<file path="src/rtl/adder_pkg.sv">
// Shared definitions for the 4-bit adder/subtractor datapath.
//   ADD_W     : operand width of the adder chain
//   pg_word_t : propagate/generate word handed from the operand stage
//               to the carry-generation unit and the sum stage
//   occ_t     : occupancy of the two-entry operand skid buffer
//   pg_form   : forms {p, g, cin, sa, sb} from raw operands
package adder_pkg;

  localparam int ADD_W = 4;

  typedef struct packed {
    logic [ADD_W-1:0] p;
    logic [ADD_W-1:0] g;
    logic             cin;
    logic             sa;
    logic             sb;
  } pg_word_t;

  typedef enum logic [1:0] {
    OCC_EMPTY = 2'd0,
    OCC_ONE   = 2'd1,
    OCC_FULL  = 2'd2
  } occ_t;

  // Subtraction is A + ~B + 1: B is inverted here, the +1 rides in as cin.
  function automatic pg_word_t pg_form(input logic [ADD_W-1:0] a,
                                       input logic [ADD_W-1:0] b,
                                       input logic             sub);
    logic [ADD_W-1:0] b_eff;
    pg_word_t         w;
    b_eff = sub ? ~b : b;
    w.p   = a ^ b_eff;
    w.g   = a & b_eff;
    w.cin = sub;
    w.sa  = a[ADD_W-1];
    w.sb  = b_eff[ADD_W-1];
    return w;
  endfunction

endpackage

</file>
<file path="src/rtl/pg_skid_buf.sv">
// Two-entry skid buffer carrying pg_word_t between the operand stage and the CGU.
// The main entry drives the output; the skid entry catches the word accepted
// while the main entry is stalled, so in_ready can be a plain flop.
// Ports:
//   clk, rst_n           clock, synchronous active-low reset
//   in_valid / in_ready  upstream handshake (in_ready registered)
//   in_word              payload accepted when in_valid & in_ready
//   out_valid / out_ready downstream handshake
//   out_word             main entry, stable while out_valid & ~out_ready
module pg_skid_buf
  import adder_pkg::*;
(
  input  logic     clk,
  input  logic     rst_n,
  input  logic     in_valid,
  output logic     in_ready,
  input  pg_word_t in_word,
  output logic     out_valid,
  input  logic     out_ready,
  output pg_word_t out_word
);

  occ_t     state, state_nxt;
  logic     ready_p1;
  pg_word_t main_p1, skid_p1;
  logic     accept, xfer;
  logic     load_main_in, load_main_skid, load_skid;

  assign accept = in_valid & ready_p1;
  assign xfer   = (state != OCC_EMPTY) & out_ready;

  always_comb begin
    state_nxt      = state;
    load_main_in   = 1'b0;
    load_main_skid = 1'b0;
    load_skid      = 1'b0;
    case (state)
      OCC_EMPTY: begin
        if (accept) begin
          state_nxt    = OCC_ONE;
          load_main_in = 1'b1;
        end
      end
      OCC_ONE: begin
        if (accept && xfer) begin
          load_main_in = 1'b1;
        end else if (accept) begin
          state_nxt = OCC_FULL;
          load_skid = 1'b1;
        end else if (xfer) begin
          state_nxt = OCC_EMPTY;
        end
      end
      OCC_FULL: begin
        // in_ready is low here, so only the drain path is possible.
        if (xfer) begin
          state_nxt      = OCC_ONE;
          load_main_skid = 1'b1;
        end
      end
      default: state_nxt = OCC_EMPTY;
    endcase
  end

  // ---- stage p1: occupancy and registered ready ----
  always_ff @(posedge clk) begin
    if (!rst_n) begin
      state    <= OCC_EMPTY;
      ready_p1 <= 1'b1;
    end else begin
      state    <= state_nxt;
      ready_p1 <= (state_nxt != OCC_FULL);
    end
  end

  // Payload is cleared on reset so the outputs read zero afterwards.
  always_ff @(posedge clk) begin
    if (!rst_n) begin
      main_p1 <= '0;
      skid_p1 <= '0;
    end else begin
      if (load_main_in)        main_p1 <= in_word;
      else if (load_main_skid) main_p1 <= skid_p1;
      if (load_skid)           skid_p1 <= in_word;
    end
  end

  assign in_ready  = ready_p1;
  assign out_valid = (state != OCC_EMPTY);
  assign out_word  = main_p1;

endmodule

</file>
<file path="src/rtl/pg_operand_stage.sv">
// Registered propagate/generate front end of the 4-bit adder/subtractor.
// Forms p = A ^ B', g = A & B', cin = sub (B' = ~B when subtracting) and
// hands the word to the CGU through a two-entry skid buffer.
// Ports:
//   clk, rst_n            clock, synchronous active-low reset
//   in_valid / in_ready   operand handshake (in_ready registered)
//   in_a, in_b, in_sub    operands and add(0)/sub(1) select
//   out_valid / out_ready result handshake toward the CGU
//   out_p, out_g, out_cin propagate, generate, carry-in
//   out_sa, out_sb        A and B' sign bits for overflow detection
//   op_count              accepted operations since reset, saturating
module pg_operand_stage
  import adder_pkg::*;
#(
  parameter int WIDTH = 4,
  parameter int CNT_W = 8
) (
  input  logic             clk,
  input  logic             rst_n,
  input  logic             in_valid,
  output logic             in_ready,
  input  logic [WIDTH-1:0] in_a,
  input  logic [WIDTH-1:0] in_b,
  input  logic             in_sub,
  output logic             out_valid,
  input  logic             out_ready,
  output logic [WIDTH-1:0] out_p,
  output logic [WIDTH-1:0] out_g,
  output logic             out_cin,
  output logic             out_sa,
  output logic             out_sb,
  output logic [CNT_W-1:0] op_count
);

  function automatic logic [CNT_W-1:0] sat_inc(input logic [CNT_W-1:0] v);
    return (v == {CNT_W{1'b1}}) ? v : v + 1'b1;
  endfunction

  pg_word_t word_p0, word_p1;
  logic     accept;

  // ---- stage p0: combinational PG formation on the input side ----
  assign word_p0 = pg_form(in_a, in_b, in_sub);
  assign accept  = in_valid & in_ready;

  // ---- stage p1: registered in the skid buffer ----
  pg_skid_buf u_skid (
    .clk       (clk),
    .rst_n     (rst_n),
    .in_valid  (in_valid),
    .in_ready  (in_ready),
    .in_word   (word_p0),
    .out_valid (out_valid),
    .out_ready (out_ready),
    .out_word  (word_p1)
  );

  always_ff @(posedge clk) begin
    if (!rst_n)      op_count <= '0;
    else if (accept) op_count <= sat_inc(op_count);
  end

  assign out_p   = word_p1.p;
  assign out_g   = word_p1.g;
  assign out_cin = word_p1.cin;
  assign out_sa  = word_p1.sa;
  assign out_sb  = word_p1.sb;

endmodule

</file>
<file path="config.mk">
export PLATFORM = sky130hd
export DESIGN_NAME = pg_operand_stage
export DESIGN_NICKNAME = d
export VERILOG_FILES = /design/src/rtl/adder_pkg.sv /design/src/rtl/pg_skid_buf.sv /design/src/rtl/pg_operand_stage.sv
export SDC_FILE = /design/constraint.sdc
export NUM_CORES = 1
export LEC_CHECK = 0
export ABC_AREA = 0
export CAP_MARGIN = 20
export CELL_PAD_IN_SITES_DETAIL_PLACEMENT = 0
export CELL_PAD_IN_SITES_GLOBAL_PLACEMENT = 2
export CORE_MARGIN = 3
export CORE_UTILIZATION = 30
export DETAILED_ROUTE_END_ITERATION = 8
export PLACE_DENSITY = 0.83
export SYNTH_ARGS = -nofsm -noshare
export SYNTH_HDL_FRONTEND = slang
export SYNTH_SLANG_ARGS = --single-unit
</file>
<file path="constraint.sdc">
create_clock -name clk -period 1.55 [get_ports clk]
set_input_delay 0.31 -clock clk [delete_from_list [all_inputs] [get_ports clk]]
set_output_delay 0.31 -clock clk [all_outputs]
set_load 0.01 [all_outputs]
</file>
==> metrics.md, run 1 <==
| Metric | Value |
|---|---|
| Status | complete, no violations |
| # clock sinks | 33 |
| Antenna violations before repair | 0 |
| Crit path max fanout | 2 |
| Final Wtd Congestion | 0.715 |
| Final critical-path share of the clock period | 0.962 |
| ANT cells | 0 |
| Worst path slowest cell | clkdlybuf4s50_1 |
| Fin. Hold Viols | 0 |
| Nets | 218 |
| Slowest cell delay on critical path | 0.54 ns |
| DP Area | 1990 um2 |
| Leakage | 0.000946 uW |
| Worst Setup End Kind | output pin |
| CP Cell Sequence | clkdlybuf4s50_1 |
| Buffers on Ports | 33 |
| Top Ports | 34 |
| CP arrival | 1.18 ns |
| Die Wd | 77.4 um |
| DR pass1 iterations | 4 |
| Post-route cell area | 2100 um2 |
| Synth Net Count | 174 |
| Hold Path Class | reg2reg |
| HP Start | u_skid.skid_p1[0] |
| Fin Clk Skew | 0.00937 ns |
| Root Buffer | clkbuf_8 |
| Syn Inst Count | 156 |
| CP Launch Type | flip-flop |
| Worst-case clock buffer depth | 2 |
| First-pass GRT wire length | 5870 um |
| Share of cells above drive strength 1 | 0.149 |
| CP delay by family, top | buffers and inverters |
| Total GRT Usage | 0.126 |
| Starting Density | 0.317 |
| Worst slack, placed | -0.207 ns |
| Peak supply drop | 0.718 mV |
| Compound-Gate Fraction of Synth Area | 0.129 |
| Placed cells | 260 |
| P&R area growth vs syn | 37.4% |
| Row cnt | 25 |
| Max Fclk | 670 MHz |
| Xor and xnor area share after synthesis | 0.0344 |
| Synth warn | 0 |
| Commonest non-fill, non-tap cell in the layout | dfxtp_1 |
| DRT Wirelength | 3520 um |
| Largest family of logic cells by synthesized area | multiplexers |
| Tightest Pin Transition | 0.275 ns |
| Max-Cap Viols | 0 |
| DR DRC count | 0 |
| Simple-gate area share of the yosys netlist | 0.139 |
| Vias in the first global route | 1259 |
| Syn_area_per_cell | 9.79 um2 |
| Sequential-to-total area share from yosys stat | 0.432 |
| Die area | 5980 um2 |
| DP Wirelength | 2540 um |
| Mux share of post-synthesis cell area | 0.170 |
| ANT nets after route | 0 |
| Tmin final | 1.49 ns |
| Post-Syn Area | 1530 um2 |
| Most frequent cells in the layout | dfxtp_1, mux2i_1, clkdlybuf4s50_1 |
| H-tree levels | 2 |
| Post-synthesis adder-cell area fraction | 0.0410 |
| WP buf/inv | 1 |
| TritonCTS Buffers | 5 |
| Layout fillers | 484 |
| Layout Cells excl Fill | 268 |
| CTS tree | done |
| Total congestion overflow | 0 |
| Req. time, crit path | 1.24 ns |
| Clk_lat worst skew | 0.29 ns |
| Die Y | 77.4 um |
| Critical Path Start | u_skid.out_word[7] |
| Max-slew headroom | 0.816 |
| Clk slew on worst S/H paths | 0.07 ns |
| Post-CTS Hold Fix Bufs | 0 |
| Setup ws final | 0.0583 ns |
| Post-synth cell types | 33 |
| Vias per cell | 4.74 |
| Vias | 1270 |
| R2r startpoint | op_count[0] |
| FF+latch count, synth | 33 |
| RSZ-0062 raised after global routing | false |
| Avg WL per Cell | 13.1 um |
| Setup CP Type | reg2out |
| Pin count of the biggest net entering global routing | 23 |
| Final setup viols | 0 |
| Post-CTS Setup Inserts | 0 |
| Pwr/cell area | 999 nW/um2 |
| Initial DRC count | 64 |
| Final Max Tran Viols | 0 |
| Core area | 4820 um2 |
[per-stage QoR]
step	util	TNS (ns)	hold WS (ns)	power (uW)
finish	0.436	0	0.501	2100
global route	0.436	0	0.508	2200
global placement	0.412	-3.31	0.473	1280
detailed placement	0.412	-3.83	0.484	1290
CTS	0.435	0	0.502	2120
floorplan	-	0	0.386	1130
[timing repair]
item,CTS,global route
gates resized for setup,7,4
pin swaps,0,0
setup endpoints to repair,7,4
gates cloned,0,0
[final timing paths]
| check | end | slack (ns) | cells past startpoint |
|---|---|---|---|
| max reg2reg | op_count[5] | 0.19 | 6 |
| min reg2reg | u_skid.skid_p1[0] | 0.50 | 2 |
| min | u_skid.skid_p1[0] | 0.50 | 2 |
| max | out_p[0] | 0.06 | 1 |
[cell type report]
cell class,count,area (um2),area share
Clock inverter,1,30.0,0.0143
Timing Repair Buffer,46,437,0.208
Sequential cell,33,662,0.315
Inverter,4,15.0,0.00715
Multi-Input combinational cell,110,786,0.374
Tap cell,67,83.8,0.0399
Clock buffer,7,86.3,0.0411
[logic make-up (layout without fill, tap and decap cells)]
family,count (synthesis),count (layout)
buf+inv,13,58
xor+xnor,6,6
mux,26,26
compound gates,32,32
fa+ha+maj,5,5
flops,33,33
simple gates,41,41
[metal layers]
| metal | up-vias | part of all wire | track usage |
|---|---|---|---|
| li1 | 638 | - | - |
| met1 | 609 | 0.46 | 0.153 |
| met2 | 21 | 0.49 | 0.202 |
| met3 | 2 | 0.039 | 0.0441 |
| met4 | 0 | 0.0085 | 0.0498 |
| met5 | - | 0 | 0 |
[flip-flops by register name, summed over array words and instances, names as in the netlist]
register and count:
u_skid.state 2, op_count 8, u_skid.in_ready 1, u_skid.skid_p1 11
u_skid.out_word 11
[tightest hold or removal path: cells and delay by family (launching register included)]
kind             cells  cell delay, ns
DFF                  1            0.33
muxes                1            0.07
and+or+nand+nor      1            0.07
[cell usage after synthesis]
library cell,instances,share of area
nand3_1,4,0.013
inv_1,3,0.0074
nor3_1,2,0.0066
xor2_1,6,0.034
or3_4,1,0.0074
clkinv_1,1,0.0025
buf_2,3,0.0098
and2_1,2,0.0082
nor2b_2,1,0.0057
mux2i_1,26,0.17
clkbuf_1,2,0.0049
a21oi_1,12,0.039
and3_4,1,0.0074
nand3b_1,2,0.0098
buf_6,2,0.015
nor2_1,17,0.042
dfxtp_1,33,0.43
o21ai_0,6,0.020
o21ai_2,4,0.023
o22a_2,1,0.0066
o211a_1,1,0.0066
ha_1,5,0.041
nand4_1,3,0.012
a211oi_1,1,0.0049
clkbuf_8,1,0.0090
and4_1,1,0.0057
buf_4,1,0.0049
or2_2,1,0.0041
o2111a_1,1,0.0074
nor3b_1,1,0.0049
nand2_1,5,0.012
o2111ai_1,1,0.0057
o21ai_1,5,0.016
[report_power, final]
part	switching, uW	leakage, uW	total (uW)	internal (uW)
Sequential	25.1	0.000270	920	895
Combinational	158	0.000618	341	183
Clock	314	0.0000585	838	524
Power figures use the tool's default switching activity.
==> inputs of run 2 (changes only) <==
CAP_MARGIN = unset   (was 20)
==> results of run 2 <==
Final layout, timing and power as in run 1 (identical DEF).
